--- src/rtl/clock_request_ctrl_if.sv ---
// Signal bundle between the clock-request controller, the power manager
// (switch commands, error clear, status) and the clock selector (req/ack).
// The controller connects through the slave modport; the environment that
// issues commands and answers requests uses the master modport.
interface clock_request_ctrl_if;
    logic       sel_in;
    logic       switch_valid;
    logic       switch_ready;
    logic       err_clr;
    logic       req_clk1;
    logic       ack_clk1;
    logic       req_clk2;
    logic       ack_clk2;
    logic       select;
    logic [1:0] active_clk;
    logic       busy;
    logic       timeout_err;

    modport slave (
        input  sel_in,
        input  switch_valid,
        input  err_clr,
        input  ack_clk1,
        input  ack_clk2,
        output switch_ready,
        output req_clk1,
        output req_clk2,
        output select,
        output active_clk,
        output busy,
        output timeout_err
    );

    modport master (
        output sel_in,
        output switch_valid,
        output err_clr,
        output ack_clk1,
        output ack_clk2,
        input  switch_ready,
        input  req_clk1,
        input  req_clk2,
        input  select,
        input  active_clk,
        input  busy,
        input  timeout_err
    );
endinterface

--- src/rtl/clock_request_ctrl.sv ---
// Requester side of the clock-selector req/ack handshake. Runs on the
// always-on reference clock, accepts switch commands, and performs a
// break-before-make 4-phase handshake so req_clk1/req_clk2 are never high
// together. Acks are synchronized; every wait is bounded by a saturating
// counter that drives a sticky timeout error.
module clock_request_ctrl #(
    parameter int SYNC_STAGES = 2,
    parameter int TIMEOUT_W   = 8,
    parameter bit RESET_SRC   = 1'b0
) (
    input  logic                 clk,
    input  logic                 rst_n,
    clock_request_ctrl_if.slave  bus
);

    typedef enum logic [2:0] {
        ST_INIT  = 3'd0,
        ST_IDLE  = 3'd1,
        ST_DROP  = 3'd2,
        ST_RAISE = 3'd3,
        ST_ERR   = 3'd4
    } state_t;

    localparam logic [TIMEOUT_W-1:0] CNT_ZERO = '0;
    localparam logic [TIMEOUT_W-1:0] CNT_ONE  = TIMEOUT_W'(1);
    localparam logic [TIMEOUT_W-1:0] CNT_MAX  = '1;
    localparam logic [TIMEOUT_W-1:0] CNT_LAST = CNT_MAX - CNT_ONE;

    // One-hot encoding of a source for active_clk.
    function automatic logic [1:0] src_onehot(input logic src);
        return src ? 2'b10 : 2'b01;
    endfunction

    state_t                 state_r;
    logic [SYNC_STAGES-1:0] ack1_sync_r;
    logic [SYNC_STAGES-1:0] ack2_sync_r;
    logic [TIMEOUT_W-1:0]   wait_cnt_r;
    logic                   req_clk1_r;
    logic                   req_clk2_r;
    logic                   select_r;
    logic                   target_r;
    logic [1:0]             active_clk_r;
    logic                   busy_r;
    logic                   ready_r;
    logic                   timeout_err_r;

    logic                   ack1_s;
    logic                   ack2_s;
    logic                   old_ack_s;
    logic                   tgt_ack_s;
    logic                   init_ack_s;
    logic                   accept_s;
    logic                   waiting_s;
    logic                   wait_met_s;
    logic                   expire_s;
    logic [TIMEOUT_W-1:0]   wait_cnt_inc_s;

    // Multi-flop synchronizers for the asynchronous selector acks.
    always_ff @(posedge clk or negedge rst_n) begin
        if (!rst_n) begin
            ack1_sync_r <= '0;
            ack2_sync_r <= '0;
        end else begin
            ack1_sync_r <= {ack1_sync_r[SYNC_STAGES-2:0], bus.ack_clk1};
            ack2_sync_r <= {ack2_sync_r[SYNC_STAGES-2:0], bus.ack_clk2};
        end
    end

    assign ack1_s     = ack1_sync_r[SYNC_STAGES-1];
    assign ack2_s     = ack2_sync_r[SYNC_STAGES-1];
    // While dropping, select still names the old source.
    assign old_ack_s  = select_r  ? ack2_s : ack1_s;
    assign tgt_ack_s  = target_r  ? ack2_s : ack1_s;
    assign init_ack_s = RESET_SRC ? ack2_s : ack1_s;
    assign accept_s   = bus.switch_valid & ready_r;

    // Saturating increment so the wait counter never wraps.
    assign wait_cnt_inc_s = (wait_cnt_r == CNT_MAX) ? CNT_MAX : (wait_cnt_r + CNT_ONE);

    // Decode whether the current state is waiting and whether its wait is satisfied.
    always_comb begin
        waiting_s  = 1'b0;
        wait_met_s = 1'b1;
        case (state_r)
            ST_INIT: begin
                waiting_s  = 1'b1;
                wait_met_s = init_ack_s;
            end
            ST_DROP: begin
                waiting_s  = 1'b1;
                wait_met_s = ~old_ack_s;
            end
            ST_RAISE: begin
                waiting_s  = 1'b1;
                wait_met_s = tgt_ack_s;
            end
            default: begin
                waiting_s  = 1'b0;
                wait_met_s = 1'b1;
            end
        endcase
    end

    // Expiry fires on the edge where the counter would reach all-ones while still unmet.
    assign expire_s = waiting_s & ~wait_met_s & (wait_cnt_r == CNT_LAST);

    // Handshake FSM with all outputs registered.
    always_ff @(posedge clk or negedge rst_n) begin
        if (!rst_n) begin
            state_r       <= ST_INIT;
            wait_cnt_r    <= CNT_ZERO;
            req_clk1_r    <= 1'b0;
            req_clk2_r    <= 1'b0;
            select_r      <= RESET_SRC;
            target_r      <= RESET_SRC;
            active_clk_r  <= 2'b00;
            busy_r        <= 1'b1;
            ready_r       <= 1'b0;
            timeout_err_r <= 1'b0;
        end else if (expire_s) begin
            state_r       <= ST_ERR;
            wait_cnt_r    <= wait_cnt_inc_s;
            req_clk1_r    <= 1'b0;
            req_clk2_r    <= 1'b0;
            active_clk_r  <= 2'b00;
            busy_r        <= 1'b1;
            ready_r       <= 1'b0;
            timeout_err_r <= 1'b1;
        end else begin
            case (state_r)
                ST_INIT: begin
                    req_clk1_r <= ~RESET_SRC;
                    req_clk2_r <= RESET_SRC;
                    if (init_ack_s) begin
                        active_clk_r <= src_onehot(RESET_SRC);
                        state_r      <= ST_IDLE;
                        busy_r       <= 1'b0;
                        ready_r      <= 1'b1;
                    end else begin
                        wait_cnt_r <= wait_cnt_inc_s;
                    end
                end
                ST_IDLE: begin
                    if (accept_s && (bus.sel_in != select_r)) begin
                        target_r     <= bus.sel_in;
                        req_clk1_r   <= 1'b0;
                        req_clk2_r   <= 1'b0;
                        active_clk_r <= 2'b00;
                        wait_cnt_r   <= CNT_ZERO;
                        state_r      <= ST_DROP;
                        busy_r       <= 1'b1;
                        ready_r      <= 1'b0;
                    end else begin
                        state_r <= ST_IDLE;
                    end
                end
                ST_DROP: begin
                    if (!old_ack_s) begin
                        req_clk1_r <= ~target_r;
                        req_clk2_r <= target_r;
                        select_r   <= target_r;
                        wait_cnt_r <= CNT_ZERO;
                        state_r    <= ST_RAISE;
                    end else begin
                        wait_cnt_r <= wait_cnt_inc_s;
                    end
                end
                ST_RAISE: begin
                    if (tgt_ack_s) begin
                        active_clk_r <= src_onehot(target_r);
                        state_r      <= ST_IDLE;
                        busy_r       <= 1'b0;
                        ready_r      <= 1'b1;
                    end else begin
                        wait_cnt_r <= wait_cnt_inc_s;
                    end
                end
                ST_ERR: begin
                    if (bus.err_clr) begin
                        timeout_err_r <= 1'b0;
                        select_r      <= RESET_SRC;
                        target_r      <= RESET_SRC;
                        wait_cnt_r    <= CNT_ZERO;
                        state_r       <= ST_INIT;
                    end else begin
                        state_r <= ST_ERR;
                    end
                end
                default: begin
                    req_clk1_r   <= 1'b0;
                    req_clk2_r   <= 1'b0;
                    active_clk_r <= 2'b00;
                    wait_cnt_r   <= CNT_ZERO;
                    busy_r       <= 1'b1;
                    ready_r      <= 1'b0;
                    state_r      <= ST_INIT;
                end
            endcase
        end
    end

    assign bus.req_clk1     = req_clk1_r;
    assign bus.req_clk2     = req_clk2_r;
    assign bus.select       = select_r;
    assign bus.active_clk   = active_clk_r;
    assign bus.busy         = busy_r;
    assign bus.switch_ready = ready_r;
    assign bus.timeout_err  = timeout_err_r;

endmodule

--- src/flat_wrapper.sv ---
// flat-port wrapper written by rule: the top's interface ports become plain ports
module clock_request_ctrl_flat 
#(
    parameter int SYNC_STAGES = 2,
    parameter int TIMEOUT_W   = 8,
    parameter bit RESET_SRC   = 1'b0
)
  (clk, rst_n, bus_sel_in, bus_switch_valid, bus_err_clr, bus_ack_clk1, bus_ack_clk2, bus_switch_ready, bus_req_clk1, bus_req_clk2, bus_select, bus_active_clk, bus_busy, bus_timeout_err);
  clock_request_ctrl_if bus_i ();
  input  logic clk;
  input  logic rst_n;
  input wire logic [$bits(bus_i.sel_in)-1:0] bus_sel_in;
  input wire logic [$bits(bus_i.switch_valid)-1:0] bus_switch_valid;
  input wire logic [$bits(bus_i.err_clr)-1:0] bus_err_clr;
  input wire logic [$bits(bus_i.ack_clk1)-1:0] bus_ack_clk1;
  input wire logic [$bits(bus_i.ack_clk2)-1:0] bus_ack_clk2;
  output wire logic [$bits(bus_i.switch_ready)-1:0] bus_switch_ready;
  output wire logic [$bits(bus_i.req_clk1)-1:0] bus_req_clk1;
  output wire logic [$bits(bus_i.req_clk2)-1:0] bus_req_clk2;
  output wire logic [$bits(bus_i.select)-1:0] bus_select;
  output wire logic [$bits(bus_i.active_clk)-1:0] bus_active_clk;
  output wire logic [$bits(bus_i.busy)-1:0] bus_busy;
  output wire logic [$bits(bus_i.timeout_err)-1:0] bus_timeout_err;
  assign bus_i.sel_in = bus_sel_in;
  assign bus_i.switch_valid = bus_switch_valid;
  assign bus_i.err_clr = bus_err_clr;
  assign bus_i.ack_clk1 = bus_ack_clk1;
  assign bus_i.ack_clk2 = bus_ack_clk2;
  assign bus_switch_ready = bus_i.switch_ready;
  assign bus_req_clk1 = bus_i.req_clk1;
  assign bus_req_clk2 = bus_i.req_clk2;
  assign bus_select = bus_i.select;
  assign bus_active_clk = bus_i.active_clk;
  assign bus_busy = bus_i.busy;
  assign bus_timeout_err = bus_i.timeout_err;
  clock_request_ctrl #(.SYNC_STAGES(SYNC_STAGES), .TIMEOUT_W(TIMEOUT_W), .RESET_SRC(RESET_SRC)) u_core (.clk(clk), .rst_n(rst_n), .bus(bus_i));
endmodule
--- config.mk ---
export PLATFORM = sky130hd
export DESIGN_NAME = clock_request_ctrl_flat
export DESIGN_NICKNAME = d
export VERILOG_FILES = /design/src/rtl/clock_request_ctrl_if.sv /design/src/rtl/clock_request_ctrl.sv /design/src/flat_wrapper.sv
export SDC_FILE = /design/constraint.sdc
export NUM_CORES = 1
export LEC_CHECK = 0
export CORE_MARGIN = 5
export CORE_UTILIZATION = 42
export DETAILED_ROUTE_END_ITERATION = 8
export GPL_ROUTABILITY_DRIVEN = 0
export PLACE_DENSITY_LB_ADDON = 0.25
export SETUP_SLACK_MARGIN = 0.05
export SYNTH_ARGS = -nofsm -noshare
export SYNTH_HDL_FRONTEND = slang
export SYNTH_SLANG_ARGS = --single-unit
--- constraint.sdc ---
create_clock -name clk -period 1.8 [get_ports clk]
set_input_delay 0.45 -clock clk [delete_from_list [all_inputs] [get_ports clk]]
set_output_delay 0.45 -clock clk [all_outputs]
set_load 0.005 [all_outputs]
==> results of run 1 <==
sequential cells by signal (all words and copies together) (netlist names), 2 cells and up:
register and cells:
u_core.bus.active_clk 2, u_core.ack1_sync_r 2, u_core.state_r 3, u_core.ack2_sync_r 2, u_core.wait_cnt_r 8
worst max-delay path: stages (launching register included):
cell and delay (ps):
dfrtp_1 450, or4b_4 530, a21bo_4 220, nor3_4 60, and3_1 200, a221o_1 260
final timing paths:
kind	start	end	slack [ps]	depth (start not counted)
setup / recovery	u_core.state_r[0]	u_core.wait_cnt_r[3]	-30	5
hold / removal	u_core.ack1_sync_r[0]	u_core.ack1_sync_r[1]	370	0
setup reg to reg	u_core.state_r[0]	u_core.wait_cnt_r[3]	-30	5
hold reg to reg	u_core.ack1_sync_r[0]	u_core.ack1_sync_r[1]	370	0
max in group asynchronous	rst_n	u_core.bus.busy	1070	2
min in group asynchronous	rst_n	u_core.state_r[0]	450	2
per-layer routing:
metal | vias to the layer above | share of wire, %
met5 | - | 0
met4 | 0 | 3.1
met3 | 17 | 6.3
met2 | 59 | 48
met1 | 684 | 43
li1 | 642 | -
layout make-up:
class	count	area [um^2]	share of cell area, %
sequential	24	606	30.4
inverter	9	33.8	1.69
timing repair buffer	49	415	20.8
multi-input combinational	109	848	42.5
tap	44	55.1	2.76
clock buffer	4	36.3	1.82
per-stage QoR:
step / cells / worst slack (ps) / utilization, %
2_1_floorplan: 147 / 87.7 / -
3_3_place_gp: 222 / -520 / 54.8
6_report: 239 / -33.5 / 64.8
3_5_place_dp: 222 / -601 / 54.8
5_1_grt: 239 / -63.0 / 64.8
4_1_cts: 234 / -22.8 / 61.1
logic make-up (layout without fill, tap and decap cells):
group,count (synthesis),in the layout,share of synthesized area [%]
simple gates,54,54,20.1
flops,24,24,44.5
compound gates,50,50,26.5
buf+inv,14,62,4.62
mux,2,2,1.76
xor+xnor,1,1,0.647
fa+ha+maj,2,2,1.85
synth_stat cells, drive strengths merged (2+ instances only):
cell and instances:
o31ai 2, nand3 6, clkbuf 2, a221o 2, o22ai 2, o21ai 12
nand2b 3, ha 2, nor3 3, o22a 2, and3 7, a31oi 3
mux2i 2, dfrtp 23, a311oi 2, a41oi 2, inv 9, buf 3
nor4b 2, nand2 18, nor2 11, a21oi 11
power by group through the flow:
stage / combinational [mW] / clock (mW) / sequential (mW)
2_1_floorplan: 0.00793 / 0 / 0.557
3_3_place_gp: 0.0453 / 0 / 0.557
3_5_place_dp: 0.0470 / 0 / 0.557
4_1_cts: 0.0491 / 0.305 / 0.547
5_1_grt: 0.0578 / 0.327 / 0.550
6_report: 0.0526 / 0.299 / 0.550
what timing repair did:
item | in CTS | in global routing
hold buffers | 0 | 0
setup buffers | 8 | 5
pin swaps | 10 | 8
setup endpoints to repair | 18 | 16
resized for setup | 23 | 16
==> metrics, run 1 <==
Via density=slightly below 6; crit path kind=reg2reg; placed cell areas=1690 um^2; number of max-cap violations=0; drt total wl=about 4200 um; worst skew pair latency=~330 ps; commonest non-fill, non-tap cell in the layout=buf_4; fmax=545 MHz; M1 GR Usage=26.2%; GR Layer Usage met2=a little under a third; highest fanout seen on the critical path=6; Synth cell types=45; clk root buf=clkbuf_4; met3 usage=under 10%; All-Layer GR Usage=19.1%; status=complete, but fails checks; Fillers=approximately 240; port bufs=14; setup tns final=-109 ps; area grow syn2layout=47.3%; syn_nets=156; fraction of registers with async set/reset=100%; Leak Pwr=around 0.9 nW; FF+latch count, synth=24; Post-synth EDFFs=0; fraction of layout cells with a size suffix above 1=34.9%; Worst Hold Class=reg2reg; Power Total=around 0.90 mW; gr busiest metal=met2; worst hold slack=around 370 ps; register area share after synthesis=around 44%; fin crit period=around 1800 ps; Synth Warn #=0; clk_skew=11.7 ps; Worst-Margin Slew=around 320 ps; Final Setup Violations=4; CTS tree=built; Initial Util=approximately 44%; RSZ-0062 raised after global routing=yes; Worst-path clk slew=about 140 ps; I/O Pins=15; most frequent cells in the layout=30 x buf_4, 20 x dfrtp_1, 18 x nand2_1; Slew headroom=between 70 and 80%; pin count of the biggest net entering global routing=25; Synth Cell Area=1350 um^2; initial DRC count=between 150 and 200; post-DP HPWL=around 2600 um; CP required=between 2000 and 2500 ps; NetSw=~0.21 mW; Yosys top cell area share=a little over two fifths; Area contributors post-synth=dfrtp_1 43%, nand2_1 5.0%, a21oi_1 4.1%; syn avg cell area=about 9.2 um^2; vias in the first global route=roughly 1400; Internal Power=just under 0.7 mW; PwrDens=approximately 450 nW/um^2; Core ar.=between 3000 and 4000 um^2; die width=66.8 um; crit path launch type=flip-flop; mean routed wirelength per cell=17.5 um; Bufs on Longest Clock Path=2; DRT Pass-1 Iters=4; Nets=205; sw frac=about 23%; CTS Buf Count=3; clock share of power=33.2%; H-tree lvl count=1; Reg power frac=slightly above 60%; max-slew violations=0; post-route ant nets=0; Die H=roughly 67 um; global route overflow=0; Final Hold Viols=0; failing checks=setup timing; Gate Count Post-Synth=approximately 150; Worst Path Arrival=between 2000 and 2500 ps; final instance area=1990 um^2; number of antenna violations at the first check in global routing=0; Peak VDD IR=roughly 0.00022 V; PnR worst setup slack=-33.5 ps; routed via count=about 1400; final worst-path cycle share=102%; Rows=20; die area=about 4500 um^2; first-pass GRT wire length=around 6500 um; antenna cells=0; CTS sink count=24; Post-synth top flop=dfrtp_1; Yosys top cell by area=dfrtp_1; Remaining DRCs=0; CP endpoint kind=flip-flop; Logic pwr share=5.8%
Note: power is estimated with default switching activity, not from simulation.
==> run 2, diff against run 1 <==
--- a/config.mk
+++ b/config.mk
@@ -5,6 +5,7 @@
 export SDC_FILE = /design/constraint.sdc
 export NUM_CORES = 1
 export LEC_CHECK = 0
+export CAP_MARGIN = 25
 export CORE_MARGIN = 5
 export CORE_UTILIZATION = 42
 export DETAILED_ROUTE_END_ITERATION = 8
==> constraint.sdc (replaced) <==
create_clock -name clk -period 1.75 [get_ports clk]
set_input_delay 0.525 -clock clk [delete_from_list [all_inputs] [get_ports clk]]
set_output_delay 0.525 -clock clk [all_outputs]
set_load 0.005 [all_outputs]
==> run 2 against run 1 <==
Compared with the run above: the flow still finishes with violations (setup timing); sequential cell count stayed put; die area stayed put; final cell count is 1.3% higher; worst setup slack got worse by 44 ps; clock skew is essentially flat; core utilization is 0.33 points lower; critical path depth up 3; via count shrank 4.6%; sequential share of layout area is 0.090 points higher; global-route usage fell by 0.49 points; critical endpoint is now u_core.wait_cnt_r[4].
==> metrics, run 2 (synthesized netlist as in run 1, its figures left out) <==
status=complete, but fails checks (unchanged); failing checks=setup timing (unchanged); post-DP HPWL=2700 um (was 2610 um); die area=4460 um^2 (unchanged); Bufs on Longest Clock Path=2 (unchanged); Worst-path clk slew=140 ps (about the same); Rows=20 (unchanged); mean routed wirelength per cell=15.5 um (was 17.5 um); antenna cells=0 (unchanged); vias in the first global route=1384 (was 1374); DRT Pass-1 Iters=4 (unchanged); Worst Path Arrival=2080 ps (was 2060 ps); worst skew pair latency=330 ps (about the same); number of max-cap violations=0 (unchanged); crit path launch type=flip-flop (unchanged); number of antenna violations at the first check in global routing=0 (unchanged); Worst Hold Class=reg2reg (unchanged); crit path kind=reg2reg (unchanged); CTS tree=built (unchanged); CP required=2010 ps (was 2020 ps); Final Setup Violations=12 (was 4); Final Hold Viols=0 (unchanged); final worst-path cycle share=104% (was 102%); pin count of the biggest net entering global routing=25 (unchanged); PnR worst setup slack=-77.5 ps (was -33.5 ps); FF-to-FF Start=u_core.bus.select (was u_core.state_r[0]); max-slew violations=0 (unchanged); top flop regs=u_core.wait_cnt_r: 8 flops, u_core.state_r: 3 flops (unchanged); I/O Pins=15 (unchanged); highest fanout seen on the critical path=5 (was 6); commonest non-fill, non-tap cell in the layout=buf_4 (unchanged); routed via count=1338 (was 1402); most frequent cells in the layout=32 x buf_4, 21 x dfrtp_1, 17 x nand2_1 (was 30 x buf_4, 20 x dfrtp_1, 18 x nand2_1); H-tree lvl count=1 (unchanged); Core ar.=3080 um^2 (unchanged); clk root buf=clkbuf_4 (unchanged); Worst-Margin Slew=347 ps (was 316 ps); first-pass GRT wire length=6370 um (was 6490 um); Remaining DRCs=0 (unchanged); fmax=547 MHz (was 545 MHz); HP Start=u_core.ack2_sync_r[0] (was u_core.ack1_sync_r[0]); fin crit period=1830 ps (about the same); Slew headroom=76.9% (was 78.8%); CTS Buf Count=3 (unchanged); RSZ-0062 raised after global routing=yes (unchanged); placed cell areas=1750 um^2 (was 1690 um^2); Initial Util=44.0% (unchanged); Nets=208 (was 205); critical path launch point=u_core.bus.select (was u_core.state_r[0]); port bufs=14 (unchanged); area grow syn2layout=46.6% (was 47.3%); global route overflow=0 (unchanged); die width=66.8 um (unchanged); Leak Pwr=0.899 nW (was 0.886 nW); CTS sink count=24 (unchanged); post-route ant nets=0 (unchanged); max reg flops=8 (unchanged); pre-CTS WS=-763 ps (was -601 ps); initial DRC count=57 (was 172); All-Layer GR Usage=18.6% (was 19.1%); Via density=5.53 (was 5.87); drt total wl=3760 um (was 4180 um); CP endpoint kind=flip-flop (unchanged); fraction of layout cells with a size suffix above 1=33.8% (was 34.9%); final instance area=1980 um^2 (was 1990 um^2); PwrDens=463 nW/um^2 (was 452 nW/um^2); clk_skew=12.0 ps (was 11.7 ps); R2R Setup Slk=-80 ps (was -30 ps); Die H=66.8 um (unchanged); Peak VDD IR=0.000268 V (was 0.000220 V); Reg with most FFs=u_core.wait_cnt_r (unchanged)
-- run 2: layout make-up --
type | count | area [um^2]
fillers | 243 | 1090
multi-input cells | 110 | 830
clock buffers | 4 | 36.3
inverters | 9 | 33.8
repair buffers | 51 | 425
flip-flops and latches | 24 | 604
well taps | 44 | 55.1
-- run 2: critical path: stages, from the launching register on --
cell and delay (ps):
dfrtp_1 430, buf_6 140, xor2_4 190, buf_6 130, a31o_4 230, o21a_1 140
buf_4 140, o22a_4 210, a21oi_2 130
-- run 2: path summary, 6_finish.rpt --
kind	endpoint	cells past startpoint
hold / removal	u_core.ack2_sync_r[1]	0
min in group asynchronous	u_core.bus.select	2
setup / recovery	u_core.wait_cnt_r[4]	8
setup reg to reg	u_core.wait_cnt_r[4]	8
max in group asynchronous	u_core.bus.busy	2
hold reg to reg	u_core.ack2_sync_r[1]	0
-- run 2: timing repair --
action	4_1_cts	5_1_grt
setup endpoints to repair	27	18
hold buffers	0	0
resized for setup	34	6
endpoints found under the hold margin	0	0
buffers inserted	4	3
pin swaps	5	17
gates cloned	0	1
-- run 2: metrics by stage --
step                      hold WS (ps)  power [mW]  setup TNS, ps  utilization [%]  std cells
after floorplan                    229       0.581          -74.5                -        147
after global placement             334       0.622          -9370             56.7        230
after detailed placement           336       0.624         -10340             56.7        230
after CTS                          367       0.928           -299             62.8        238
after global routing               386       0.960          -1460             64.5        242
final                              365       0.918           -574             64.5        242
-- run 2: power breakdown --
part	leakage (nW)	switching (mW)	total [mW]	internal, mW
logic	0.595	0.0296	0.0555	0.0259
registers	0.283	0.00428	0.564	0.559
clock network	0.0210	0.172	0.299	0.127
-- run 2: routing by layer --
| layer | GRT usage (%) | part of all wire (%) | vias to the layer above |
|---|---|---|---|
| li1 | - | - | 648 |
| met1 | 25.0 | 45 | 651 |
| met2 | 30.6 | 48 | 33 |
| met3 | 2.70 | 4.8 | 6 |
| met4 | 5.84 | 1.8 | 0 |
| met5 | 0 | 0 | - |
==> run 3, diff against run 2 <==
--- a/config.mk
+++ b/config.mk
@@ -15,3 +15,4 @@
 export SYNTH_ARGS = -nofsm -noshare
 export SYNTH_HDL_FRONTEND = slang
 export SYNTH_SLANG_ARGS = --single-unit
+export TNS_END_PERCENT = 50
==> run 3 against run 2 <==
Compared with the run above: the run still ends with setup timing left; sequential share of layout area decreased by 1.7 points; via count increased by 7.5%; maximum frequency fell by 0.91%; worst setup slack worse by 17 ps; hold slack got worse by 3.4 ps; non-clock buffer count up 8; clock power is 14% lower; register-to-register slack lost 20 ps; final cell count increased by 3.3%; critical endpoint is now u_core.bus.active_clk[0].
==> metrics, run 3 (synthesized netlist as in run 1, its figures left out) <==
status=complete, but fails checks (unchanged); failing checks=setup timing (unchanged); CP endpoint kind=flip-flop (unchanged); critical path, cell by cell=buf_4, buf_6, nand2b_4, a32oi_4, buf_6, o21ai_2, or2_4, a32o_1 (was buf_6, xor2_4, buf_6, a31o_4, o21a_1, buf_4, o22a_4, a21oi_2); commonest non-fill, non-tap cell in the layout=buf_4 (unchanged); clk root buf=clkbuf_4 (unchanged); area grow syn2layout=55.1% (was 46.6%); FF-to-FF Start=u_core.state_r[1] (was u_core.bus.select); CP Capture Point=u_core.bus.active_clk[0] (was u_core.wait_cnt_r[4]); Slew headroom=77.9% (was 76.9%); fmax=542 MHz (was 547 MHz); Final Hold Viols=0 (unchanged); Remaining DRCs=0 (unchanged); CTS tree=built (unchanged); crit-path leading delay family=compound AO/OA/AOI/OAI gates (unchanged); final worst-path cycle share=105% (was 104%); Rows=20 (unchanged); CTS Buf Count=3 (unchanged); clk_skew=18.1 ps (was 12.0 ps); Cells after DPL=231 (was 230); pre-CTS WS=-816 ps (was -763 ps); Final Setup Violations=11 (was 12); fin crit period=1840 ps (was 1830 ps); Core ar.=3080 um^2 (unchanged); CTS Hold Bufs=0 (unchanged); Crit. path cell count=8 (unchanged); CTS sink count=24 (unchanged); Bufs on Longest Clock Path=2 (unchanged); reg-to-reg endpoint=u_core.bus.active_clk[0] (was u_core.wait_cnt_r[4]); mean routed wirelength per cell=16.3 um (was 15.5 um); first-pass GRT wire length=6580 um (was 6370 um); Nets=216 (was 208); number of max-cap violations=0 (unchanged); crit path kind=reg2reg (unchanged); DRT Pass-1 Iters=4 (unchanged); worst skew pair latency=330 ps (about the same); pin count of the biggest net entering global routing=25 (unchanged); Worst-path clk slew=140 ps (about the same); Worst Hold Class=reg2reg (unchanged); max reg flops=8 (unchanged); top flop regs=u_core.wait_cnt_r: 8 flops, u_core.state_r: 3 flops (unchanged); CP required=1960 ps (was 2010 ps); die area=4460 um^2 (unchanged); number of antenna violations at the first check in global routing=0 (unchanged); global route overflow=0 (unchanged); most frequent cells in the layout=37 x buf_4, 22 x dfrtp_1, 18 x nand2_1 (was 32 x buf_4, 21 x dfrtp_1, 17 x nand2_1); post-route ant nets=0 (unchanged); All-Layer GR Usage=19.1% (was 18.6%); Peak VDD IR=0.000341 V (was 0.000268 V); max-slew violations=0 (unchanged); H-tree lvl count=1 (unchanged); Worst Path Arrival=2050 ps (was 2080 ps); drt total wl=4070 um (was 3760 um); crit path max-delay cell type=dfrtp_1 (unchanged); Leak Pwr=0.978 nW (was 0.899 nW); worst path bufs/invs=3 (unchanged); port bufs=14 (unchanged); Initial Util=44.0% (unchanged); antenna cells=0 (unchanged); die width=66.8 um (unchanged); Layout Cells excl Fill=250 (was 242); highest fanout seen on the critical path=5 (unchanged); routed via count=1438 (was 1338); Die H=66.8 um (unchanged); PwrDens=420 nW/um^2 (was 463 nW/um^2); vias in the first global route=1400 (was 1384); Via density=5.75 (was 5.53); HP Start=u_core.ack2_sync_r[0] (unchanged); critical path launch point=u_core.state_r[1] (was u_core.bus.select); setup tns final=-739 ps (was -574 ps); Largest stage delay, worst path=420 ps (was 430 ps); initial DRC count=117 (was 57); I/O Pins=15 (unchanged); R2R Setup Slk=-90 ps (was -80 ps); fraction of layout cells with a size suffix above 1=38.3% (was 33.8%); Worst-Margin Slew=325 ps (was 347 ps); Reg with most FFs=u_core.wait_cnt_r (unchanged); Fillers=219 (was 243); most common cell type on the critical path=buf_6 (unchanged); post-DP HPWL=2560 um (was 2700 um); crit path launch type=flip-flop (unchanged); RSZ-0062 raised after global routing=yes (unchanged); PnR worst setup slack=-94.4 ps (was -77.5 ps); FF-to-FF path depth=8 (unchanged)
run 3: changes by cell type in the layout (fill, tap and decap cells not counted), sizes merged:
cell / delta
dlymetal6s2s: +2
clkdlybuf4s15: -1
dlygate4sd2: -1
buf: +8
run 3: metrics by stage:
step / utilization (%) / instance area, um^2 / total power [mW] / hold slack [ps]
2_1_floorplan: - / 1350 / 0.581 / 229
3_3_place_gp: 57.0 / 1750 / 0.622 / 334
3_5_place_dp: 57.0 / 1750 / 0.624 / 336
4_1_cts: 65.4 / 2010 / 0.889 / 365
5_1_grt: 68.2 / 2100 / 0.914 / 372
6_report: 68.2 / 2100 / 0.881 / 362
run 3: routing by layer:
| layer | vias to the layer above | share of wire (%) | global-route usage (%) |
|---|---|---|---|
| li1 | 664 | - | - |
| met1 | 698 | 41 | 26.1 |
| met2 | 64 | 49 | 31.1 |
| met3 | 12 | 7.2 | 3.71 |
| met4 | 0 | 2.1 | 4.57 |
| met5 | - | 0 | 0 |
run 3: how the worst min path moves through the flow:
| stage | endpoint | slack (ps) | cells after the start |
|---|---|---|---|
| finish | u_core.ack2_sync_r[1] | 360 | 0 |
| global placement | u_core.ack2_sync_r[1] | 330 | 0 |
| global route | u_core.ack1_sync_r[1] | 370 | 0 |
| detailed placement | u_core.ack2_sync_r[1] | 340 | 0 |
| floorplan | u_core.ack1_sync_r[0] | 230 | 0 |
| CTS | u_core.ack2_sync_r[1] | 360 | 0 |
run 3: layout make-up:
cell class | count | area [um^2] | area share [%]
multi-input cells | 110 | 875 | 41.7
clock buffers | 4 | 26.3 | 1.25
well taps | 44 | 55.1 | 2.62
repair buffers | 59 | 507 | 24.1
inverters | 9 | 33.8 | 1.61
flip-flops and latches | 24 | 603 | 28.7
run 3: power by group:
part	switching, mW	internal, mW
clock network	0.169	0.0893
registers	0.00404	0.559
logic	0.0318	0.0278
total	0.204	0.676
run 3: repair_timing:
action	in CTS	in global routing
resized for setup	41	10
pin swaps	15	11
endpoints found under the setup margin	27	22
hold endpoints to repair	0	0
gates cloned	1	0
setup buffers	8	7
